<file path="config.mk">
export PLATFORM = sky130hd
export DESIGN_NAME = branch_predictor
export DESIGN_NICKNAME = d
export VERILOG_FILES = /design/src/rtl/branch_predictor.sv
export SDC_FILE = /design/constraint.sdc
export NUM_CORES = 1
export LEC_CHECK = 0
export BUFFER_PORTS_ARGS = -buffer_cell sky130_fd_sc_hd__buf_2
export CORE_MARGIN = 2
export CORE_UTILIZATION = 50
export CTS_BUF_LIST = sky130_fd_sc_hd__clkbuf_4
export DETAILED_ROUTE_END_ITERATION = 8
export MAX_ROUTING_LAYER = met4
export PLACE_DENSITY = 0.83
export SETUP_SLACK_MARGIN = 0.15
export SKIP_CTS_REPAIR_TIMING = 1
export SLEW_MARGIN = 20
export SYNTH_ARGS = -nofsm -noshare
export SYNTH_HDL_FRONTEND = slang
export SYNTH_SLANG_ARGS = --single-unit
</file>
<file path="constraint.sdc">
create_clock -name clk -period 7.9 [get_ports clk]
set_input_delay 1.185 -clock clk [delete_from_list [all_inputs] [get_ports clk]]
set_output_delay 1.185 -clock clk [all_outputs]
set_load 0.02 [all_outputs]
</file>
<file path="src/rtl/branch_predictor.sv">
// Direction predictor: table of 2-bit saturating counters indexed by PC, optionally hashed with a
// non-speculative global history (gshare). Combinational lookup in ID, training on EX resolution.
module branch_predictor #(
  parameter int unsigned PC_WIDTH   = 64,
  parameter int unsigned INDEX_BITS = 6,
  parameter int unsigned HIST_BITS  = 4
) (
  input  logic                                        clk,
  input  logic                                        rst,
  input  logic [PC_WIDTH-1:0]                         id_pc,
  input  logic                                        id_is_branch,
  output logic                                        id_br_pred,
  output logic [INDEX_BITS-1:0]                       id_pred_index,
  input  logic                                        ex_update_en,
  input  logic [INDEX_BITS-1:0]                       ex_pred_index,
  input  logic                                        ex_br_taken,
  input  logic                                        ex_br_pred,
  output logic [((HIST_BITS > 0) ? HIST_BITS : 1)-1:0] ghr,
  output logic [31:0]                                 stat_branches,
  output logic [31:0]                                 stat_mispred
);

  localparam int unsigned NumEntries = 1 << INDEX_BITS;

  typedef enum logic [1:0] {
    CntStrongNt = 2'b00,
    CntWeakNt   = 2'b01,
    CntWeakT    = 2'b10,
    CntStrongT  = 2'b11
  } cnt_e;

  logic [1:0]            bht_q [NumEntries];
  logic [1:0]            upd_cnt;
  logic [1:0]            upd_cnt_d;
  logic [INDEX_BITS-1:0] hist_idx;
  logic [INDEX_BITS-1:0] lookup_idx;
  logic [31:0]           stat_branches_q, stat_branches_d;
  logic [31:0]           stat_mispred_q, stat_mispred_d;

  // PC byte-offset bits and bits above the index are deliberately ignored (aliasing accepted).
  logic unused_pc_bits;
  assign unused_pc_bits = ^{id_pc[PC_WIDTH-1:INDEX_BITS+2], id_pc[1:0]};

  // Global history register, present only in gshare configurations.
  if (HIST_BITS > 0) begin : g_hist
    logic [HIST_BITS-1:0] ghr_q, ghr_d;

    always_comb begin
      ghr_d = ghr_q;
      if (ex_update_en) begin
        ghr_d = HIST_BITS'({ghr_q, ex_br_taken});
      end
    end

    always_ff @(posedge clk or posedge rst) begin
      if (rst) begin
        ghr_q <= '0;
      end else begin
        ghr_q <= ghr_d;
      end
    end

    always_comb begin
      hist_idx                = '0;
      hist_idx[HIST_BITS-1:0] = ghr_q;
    end

    assign ghr = ghr_q;
  end else begin : g_no_hist
    assign hist_idx = '0;
    assign ghr      = 1'b0;
  end

  // Lookup reads pre-edge state, so a same-cycle update becomes visible only after the edge.
  assign lookup_idx    = id_pc[INDEX_BITS+1:2] ^ hist_idx;
  assign id_pred_index = lookup_idx;
  assign id_br_pred    = id_is_branch & bht_q[lookup_idx][1];

  assign upd_cnt = bht_q[ex_pred_index];

  always_comb begin
    upd_cnt_d = upd_cnt;
    if (ex_br_taken) begin
      if (upd_cnt != CntStrongT) begin
        upd_cnt_d = upd_cnt + 2'd1;
      end
    end else begin
      if (upd_cnt != CntStrongNt) begin
        upd_cnt_d = upd_cnt - 2'd1;
      end
    end
  end

  always_ff @(posedge clk or posedge rst) begin
    if (rst) begin
      for (int i = 0; i < NumEntries; i++) begin
        bht_q[i] <= CntWeakNt;
      end
    end else if (ex_update_en) begin
      bht_q[ex_pred_index] <= upd_cnt_d;
    end
  end

  // Statistics counters wrap naturally at 2^32.
  always_comb begin
    stat_branches_d = stat_branches_q;
    stat_mispred_d  = stat_mispred_q;
    if (ex_update_en) begin
      stat_branches_d = stat_branches_q + 32'd1;
      if (ex_br_taken != ex_br_pred) begin
        stat_mispred_d = stat_mispred_q + 32'd1;
      end
    end
  end

  always_ff @(posedge clk or posedge rst) begin
    if (rst) begin
      stat_branches_q <= '0;
      stat_mispred_q  <= '0;
    end else begin
      stat_branches_q <= stat_branches_d;
      stat_mispred_q  <= stat_mispred_d;
    end
  end

  assign stat_branches = stat_branches_q;
  assign stat_mispred  = stat_mispred_q;

endmodule

</file>
# Word-level counts from Yosys, hierarchy flattened
# Index checks and enable logic that the tools add are counted.
# classes
n_addsub	4
magnitude_cmp	3
eq_ne	2
muxes	12
bitwise_logic	4
n_reduce_logical	3
# ops
operator	n
bitwise mux 128 bit	1
adder 32 x 1 -> 32 bit, second input constant	2
binary-select mux 2 bit (select 6 bit)	2
2-to-1 mux 2 bit	8
greater-or-equal comparator 7 bit, second input constant	2
NOT 6 -> 7 bit	2
demux 2 bit (select 6 bit)	1
< comparator 7 x 1 -> 1 bit, second input constant	1
bitwise XOR 6 x 4 -> 6 bit	1
adder 2 x 1 -> 2 bit, second input constant	1
!= test 2 bit, second input constant	1
AND reduction 2 bit	1
nonzero test 2 bit	1
subtractor 2 x 1 -> 2 bit, second input constant	1
AND 1 bit	1
logical AND 1 bit	1
!= test 1 bit	1
# totals
reg_bits	196
input_bits	76
wordCells	95

# Logic depth before layout (Yosys ltp)
# Gate-level depths: netlist of the first run.
# depth
word_depth	8
depth_mapped	11
depth_no_buf	7

# Least setup slack after synthesis of the first run
# Ideal clock, no wire load.
# synth_path
path_kind	in2out
start	in id_pc[2]
end	out id_br_pred
arrival_ps	3719
t_required_ps	6715
slack_ps	2996
stages	6
path_buffers	1
cell_sequence	xor2_1 -> buf_4 -> mux4_2 -> mux4_2 -> mux2_2 -> o211a_1
# synth_between
elab_chain_cells	6
# synth_lines
item	line_no	source
start: declaration	10	input logic [PC_WIDTH-1:0] id_pc,
bitwise XOR 6 x 4 -> 6 bit	75	assign lookup_idx = id_pc[INDEX_BITS+1:2] ^ hist_idx;
net id_pred_index[0]	13	output logic [INDEX_BITS-1:0] id_pred_index,
NOT 6 -> 7 bit (not written as such)	77	assign id_br_pred = id_is_branch & bht_q[lookup_idx][1];
binary-select mux 2 bit (select 6 bit)	77	
2-to-1 mux 2 bit (not written as such) (2 in a row)	77	
AND 1 bit	77	
end: declaration	12	output logic id_br_pred,
# The timed path passes the listed nets, and every way through them passes these cells. The select of a mux whose other input is x is not followed.

# Worst setup path in the final report of the first run
# layout_path
start	in id_pc[3]
end	out id_br_pred
# layout_between
elab_chain_cells	6
# layout_lines
item	line_no
bitwise XOR 6 x 4 -> 6 bit	75
NOT 6 -> 7 bit (not written as such)	77
binary-select mux 2 bit (select 6 bit)	77
2-to-1 mux 2 bit (not written as such) (2 in a row)	77
AND 1 bit	77
# Every way passes these cells. The select of a mux whose other input is x is not followed.

==> results of run 1 <==
==> flip-flops by register name, indices dropped and copies added (netlist names) <==
register       flops
stat_mispred      32
stat_branches     32
bht_q            128
ghr                4
==> layout make-up <==
class	count	share of cell area, %
Clock buffer	17	1.20
Multi-Input combinational cell	614	42.1
Tap cell	265	3.11
Clock inverter	15	1.58
Sequential cell	196	46.7
Timing Repair Buffer	100	4.88
Antenna cell	2	0.0469
Inverter	9	0.387
==> stage by stage <==
step	area (µm²)	hold WS (ps)
finish	10700	471
global route	10700	486
CTS	10700	473
detailed placement	10400	452
global placement	10400	446
floorplan	9740	441
==> cells in the final DEF (no fill, tap or decap), drive strengths merged, types with 3 or more instances in the layout <==
cell	n
a211oi	6
a21oi	6
a221oi	10
a22oi	10
and3	12
and4	7
buf	100
clkbuf	17
clkinv	6
dfrtp	132
dfstp	64
inv	16
mux2	85
mux2i	18
mux4	25
nand2	169
nand2b	3
nand3	23
nand3b	4
nand4	15
nor2	32
nor2b	8
nor3	4
nor3b	3
o211a	3
o21ai	65
o22ai	7
o2bb2ai	4
or2	4
xnor2	48
xor2	19
==> path summary, 6_finish.rpt <==
check / cells after the start / to / slack [ps]
min: 2 / bht_q[42] / 470
max: 7 / id_br_pred / 2910
min in group asynchronous: 2 / ghr[2] / 720
max reg2reg: 8 / bht_q[76] / 4900
max in group asynchronous: 3 / bht_q[13] / 5720
min reg2reg: 2 / bht_q[42] / 470
==> worst max-delay path, cell delays in order <==
cell	delay, ps
sky130_fd_sc_hd__buf_2	110
sky130_fd_sc_hd__xor2_2	890
sky130_fd_sc_hd__mux4_2	440
sky130_fd_sc_hd__mux4_2	530
sky130_fd_sc_hd__mux2_2	300
sky130_fd_sc_hd__o211a_1	200
sky130_fd_sc_hd__buf_2	150
==> power by group <==
part	internal (mW)	switching (mW)
registers	1.15	0.0964
logic	0.185	0.270
clock network	0.197	0.364
==> routing by layer <==
layer,GRT usage (%),part of all wire (%),vias up
met1,29.3,41,3502
met4,7.95,2.7,0
li1,-,-,3233
met2,37.4,50,252
met3,4.90,6.3,55
met5,-,0,-
==> cell families after synthesis <==
logic type,Yosys count,share of synthesized area [%]
AOI/OAI and AO/OA,125,8.23
xor gates and xnor gates,67,6.03
adders and majority gates,4,0.488
buffers and inverters,48,3.01
DFF,196,51.2
muxes,128,17.5
and+or+nand+nor,290,13.5
==> results.toml, run 1 <==
[synthesis]
synth.yosys.warnings = 0
postSynthAreaPerCell_um2 = 11.3
synth.cells.most_frequent = "169 x sky130_fd_sc_hd__nand2_1, 132 x sky130_fd_sc_hd__dfrtp_1, 76 x sky130_fd_sc_hd__mux2_2"
ys_ff_latch = 196
synth_nets = 936
synth.most_common_cell = "sky130_fd_sc_hd__nand2_1"
synth-edff-count = 0
syn_inst = 858
synth_ff_type = "sky130_fd_sc_hd__dfrtp_1"
syn-cell-area_um2 = 9740
synth_seq_area_share_pct = 51.2
synthTopCellsByArea = "sky130_fd_sc_hd__dfrtp_1 34%, sky130_fd_sc_hd__dfstp_2 17%, sky130_fd_sc_hd__mux2_2 8.8%"
synth_async_sr_flop_share_pct = 100
netlist.top_cell.by_area = "sky130_fd_sc_hd__dfrtp_1"
synth.lib_cells_used.distinct = 59
synth_top_cell_area_share_pct = 33.9

[timing]
final_setup_fails = 0
timing.final.max_slew_violations = 0
final.setup_skew_ps = 23.7
rsz0062_at_grt = "false"
min_period_ps = 4990
layout_worst_path_cycle_share_pct = 63.2
worst_slack_ps = 2910
maxSlewHeadroom_pct = 21.0
hold_violations = 0
tightest_slew_ps = 1180
fmaxAchievable_mhz = 200
fin_tns_setup_ps = 0

[clocking]
cts_root_buffer = "sky130_fd_sc_hd__clkbuf_4"
cts_buffers = 17
htreeDepth = 4
cts_num_sinks = 196
cts-root-to-sink-buffers = 2
clock_insertion_delay_worst_skew_ps = 600
clk_pin_slew_worst_paths_ps = 150
clock_tree_from_tritoncts = "done"

[placed_design]
dpl_worst_slack_ps = 2960
gp_congestion = 0.906
dpl.cell_count = 1184
numPortBuffers = 92
dp_hpwl_um = 14900

[critical_path]
worst_setup_path_end_kind = "output port"
critPathKind = "in -> out"
worstPathRequired_ps = 6710
timing.critical_path.from = "id_pc[3]"
critical_path.max_fanout = 17
worst_setup_start_kind = "input pin"
arrival_ps = 3810
timing.rr.start = "bht_q[105]"

[detailed_routing]
route.vias.total = 7042
detail_route.wirelength_um = 22500
drt_first_pass_iters = 6
drc_errors = 0
route.antenna.remaining_nets = 0
drt_iter0_markers = 648
post_drt_via_cell_ratio = 5.78
avgRoutedWirePerCell_um = 18.5

[cells_and_area]
post_layout_nonfiller_instances = 1218
seq_area_um2 = 4980
design.final.nets = 1016
synthToLayoutAreaGrowth_pct = 9.55
post_route_core_utilization_pct = 55.3
count_of_filler_cells_inserted_in_the_layout = 1640
final_layout_size_suffix_gt1_share_pct = 32.7
multi_input_area_um2 = 4490

[status]
run_status = "completed"

[grt]
grt_max_degree = 122
number_of_global_route_vias_before_repair = 6673
wire_length_of_the_first_global_routing_pass_um = 35700
global_route.overflow_total = 0
grtUsageTotal_pct = 23.2
grt_antenna_before_repair = 2

[pwr]
cellLeakagePower_nw = 4.77
fin_total_pwr_mw = 2.26
power_density_nw_per_um2 = 212
ir_worst_vdd_mv = 0.100

[worst_hold_path]
hold_path.class = "reg -> reg"
timing.hold.worst.start = "bht_q[42]"

[floorplan]
design.portCount = 151
core_area_um2 = 19300
die-area_um2 = 20600
floorplan.initialDensity_pct = 50.5
fp-row-count = 51
fp.dieH_um = 144
die_width_um = 144

[run]
max_cap_viol_count = 0
(Power assumes the default switching activity.)
==> run 2, diff against run 1 <==
Settings changed: PLACE_DENSITY 0.83 to 0.85.
Clock period 7.9 ns to 4.2 ns, I/O delays scaled along.
==> run 2 against run 1 <==
Power is 86% higher. Die area stayed put. Global-route usage is 1.2 points higher. Final cell count is 1.9% higher. Design area is 1.5% higher. Non-clock buffer count is 23 higher. Clock skew is 2.9 ps higher. Critical path type is now reg -> out. Largest cell class unchanged. Largest power group unchanged.
==> results.toml, run 2 (synthesis gave the netlist of run 1 again) <==
[status]
run_status = "completed"

[cells_and_area]
final_common_cell = "sky130_fd_sc_hd__nand2_1"
final_layout_size_suffix_gt1_share_pct = 34.4
top_register = "bht_q"
final_cell_area_um2 = 10800
mostFrequentLayoutCells = "169 x sky130_fd_sc_hd__nand2_1, 132 x sky130_fd_sc_hd__dfrtp_1, 92 x sky130_fd_sc_hd__buf_2"
count_of_filler_cells_inserted_in_the_layout = 1604
synthToLayoutAreaGrowth_pct = 11.2
post_layout_nonfiller_instances = 1241
largest_reg_flops = 128
post_route_core_utilization_pct = 56.2
design.final.nets = 1039

[clocking]
clock_insertion_delay_worst_skew_ps = 610
cts_num_sinks = 196
htreeDepth = 4
cts-root-to-sink-buffers = 2
cts_root_buffer = "sky130_fd_sc_hd__clkbuf_4"
clk_pin_slew_worst_paths_ps = 170
clock_tree_from_tritoncts = "done"
cts_buffers = 17

[placed_design]
dpl_worst_slack_ps = 469
dp_hpwl_um = 16300
numPortBuffers = 92
total_placed_instance_area_um2 = 10600
gp_congestion = 0.915
dpl.cell_count = 1207

[timing]
worst_slack_ps = 319
fmaxAchievable_mhz = 258
maxSlewHeadroom_pct = 24.6
fin_tns_setup_ps = 0
timing.final.max_slew_violations = 0
final.setup_skew_ps = 26.7
hold_violations = 0
final_setup_fails = 0
layout_worst_path_cycle_share_pct = 92.4
rsz0062_at_grt = "false"
min_period_ps = 3880
tightest_slew_ps = 1130

[floorplan]
die-area_um2 = 20600
floorplan.initialDensity_pct = 50.5
core_area_um2 = 19300
fp.dieH_um = 144
die_width_um = 144
design.portCount = 151
fp-row-count = 51

[worst_hold_path]
hold_path.class = "in -> async"

[detailed_routing]
drc_errors = 0
route.antenna.remaining_nets = 0
drt_iter0_markers = 801
post_drt_via_cell_ratio = 5.88
detail_route.wirelength_um = 23500
avgRoutedWirePerCell_um = 19.0
drt_first_pass_iters = 7
route.vias.total = 7303

[critical_path]
worst_setup_start_kind = "flop"
critPathKind = "reg -> out"
critical_path.max_fanout = 17
worst_setup_path_end_kind = "output port"
arrival_ps = 3250
worstPathRequired_ps = 3570

[pwr]
cellLeakagePower_nw = 4.85
power_density_nw_per_um2 = 388
ir_worst_vdd_mv = 0.167

[grt]
wire_length_of_the_first_global_routing_pass_um = 37800
grt_max_degree = 46
number_of_global_route_vias_before_repair = 7231
global_route.overflow_total = 0
grtUsageTotal_pct = 24.4
grt_antenna_before_repair = 1

[run]
max_cap_viol_count = 0
-- run 2: cell count changes in the layout (fill, tap and decap cells not counted), sizes merged --
cell      delta
buf         +23
clkinvlp     +8
inv          -5
clkinv       -2
bufinv       -1
-- run 2: metrics by stage --
| step | hold slack, ps | power [mW] |
|---|---|---|
| 2_1_floorplan | 441 | 2.95 |
| 3_3_place_gp | 447 | 3.22 |
| 3_5_place_dp | 454 | 3.26 |
| 4_1_cts | 134 | 4.21 |
| 5_1_grt | 163 | 4.40 |
| 6_report | 140 | 4.20 |
-- run 2: layout make-up --
cell class | count | area, µm² | share of cell area, %
sequential | 196 | 4980 | 46.1
multi-input combinational | 614 | 4480 | 41.4
timing repair buffer | 123 | 722 | 6.67
tap | 265 | 332 | 3.06
clock inverter | 15 | 131 | 1.21
clock buffer | 17 | 128 | 1.18
inverter | 9 | 37.5 | 0.347
antenna | 2 | 5.00 | 0.0462
-- run 2: path summary, 6_finish.rpt --
path	slack, ps	cells past startpoint	startpoint	to
worst max-delay path	320	7	ghr[0]	id_br_pred
worst min-delay path	140	2	rst	stat_mispred[12]
worst max register to register	1540	8	bht_q[45]	bht_q[73]
worst min register to register	470	2	bht_q[104]	bht_q[104]
max in group asynchronous	2980	3	rst	bht_q[66]
min in group clk	360	2	ex_br_taken	ghr[0]
-- run 2: critical path, stage by stage, from the launching register on --
cell                      delay, ps
sky130_fd_sc_hd__dfrtp_1        460
sky130_fd_sc_hd__xor2_2         170
sky130_fd_sc_hd__buf_6          280
sky130_fd_sc_hd__mux4_2         560
sky130_fd_sc_hd__mux4_2         520
sky130_fd_sc_hd__mux2_2         300
sky130_fd_sc_hd__o211a_1        200
sky130_fd_sc_hd__buf_2          150
-- run 2: report_power, final --
group | switching [mW] | leakage, nW | internal [mW]
logic | 0.514 | 2.27 | 0.377
registers | 0.182 | 2.45 | 2.16
clock network | 0.671 | 0.120 | 0.294
-- run 2: metal layers --
metal,part of all wire [%],global-route usage [%],wire length (µm)
met1,40,30.4,9440
met5,0,-,0
met2,49,37.4,11400
met3,7.4,6.16,1750
met4,3.9,11.8,911
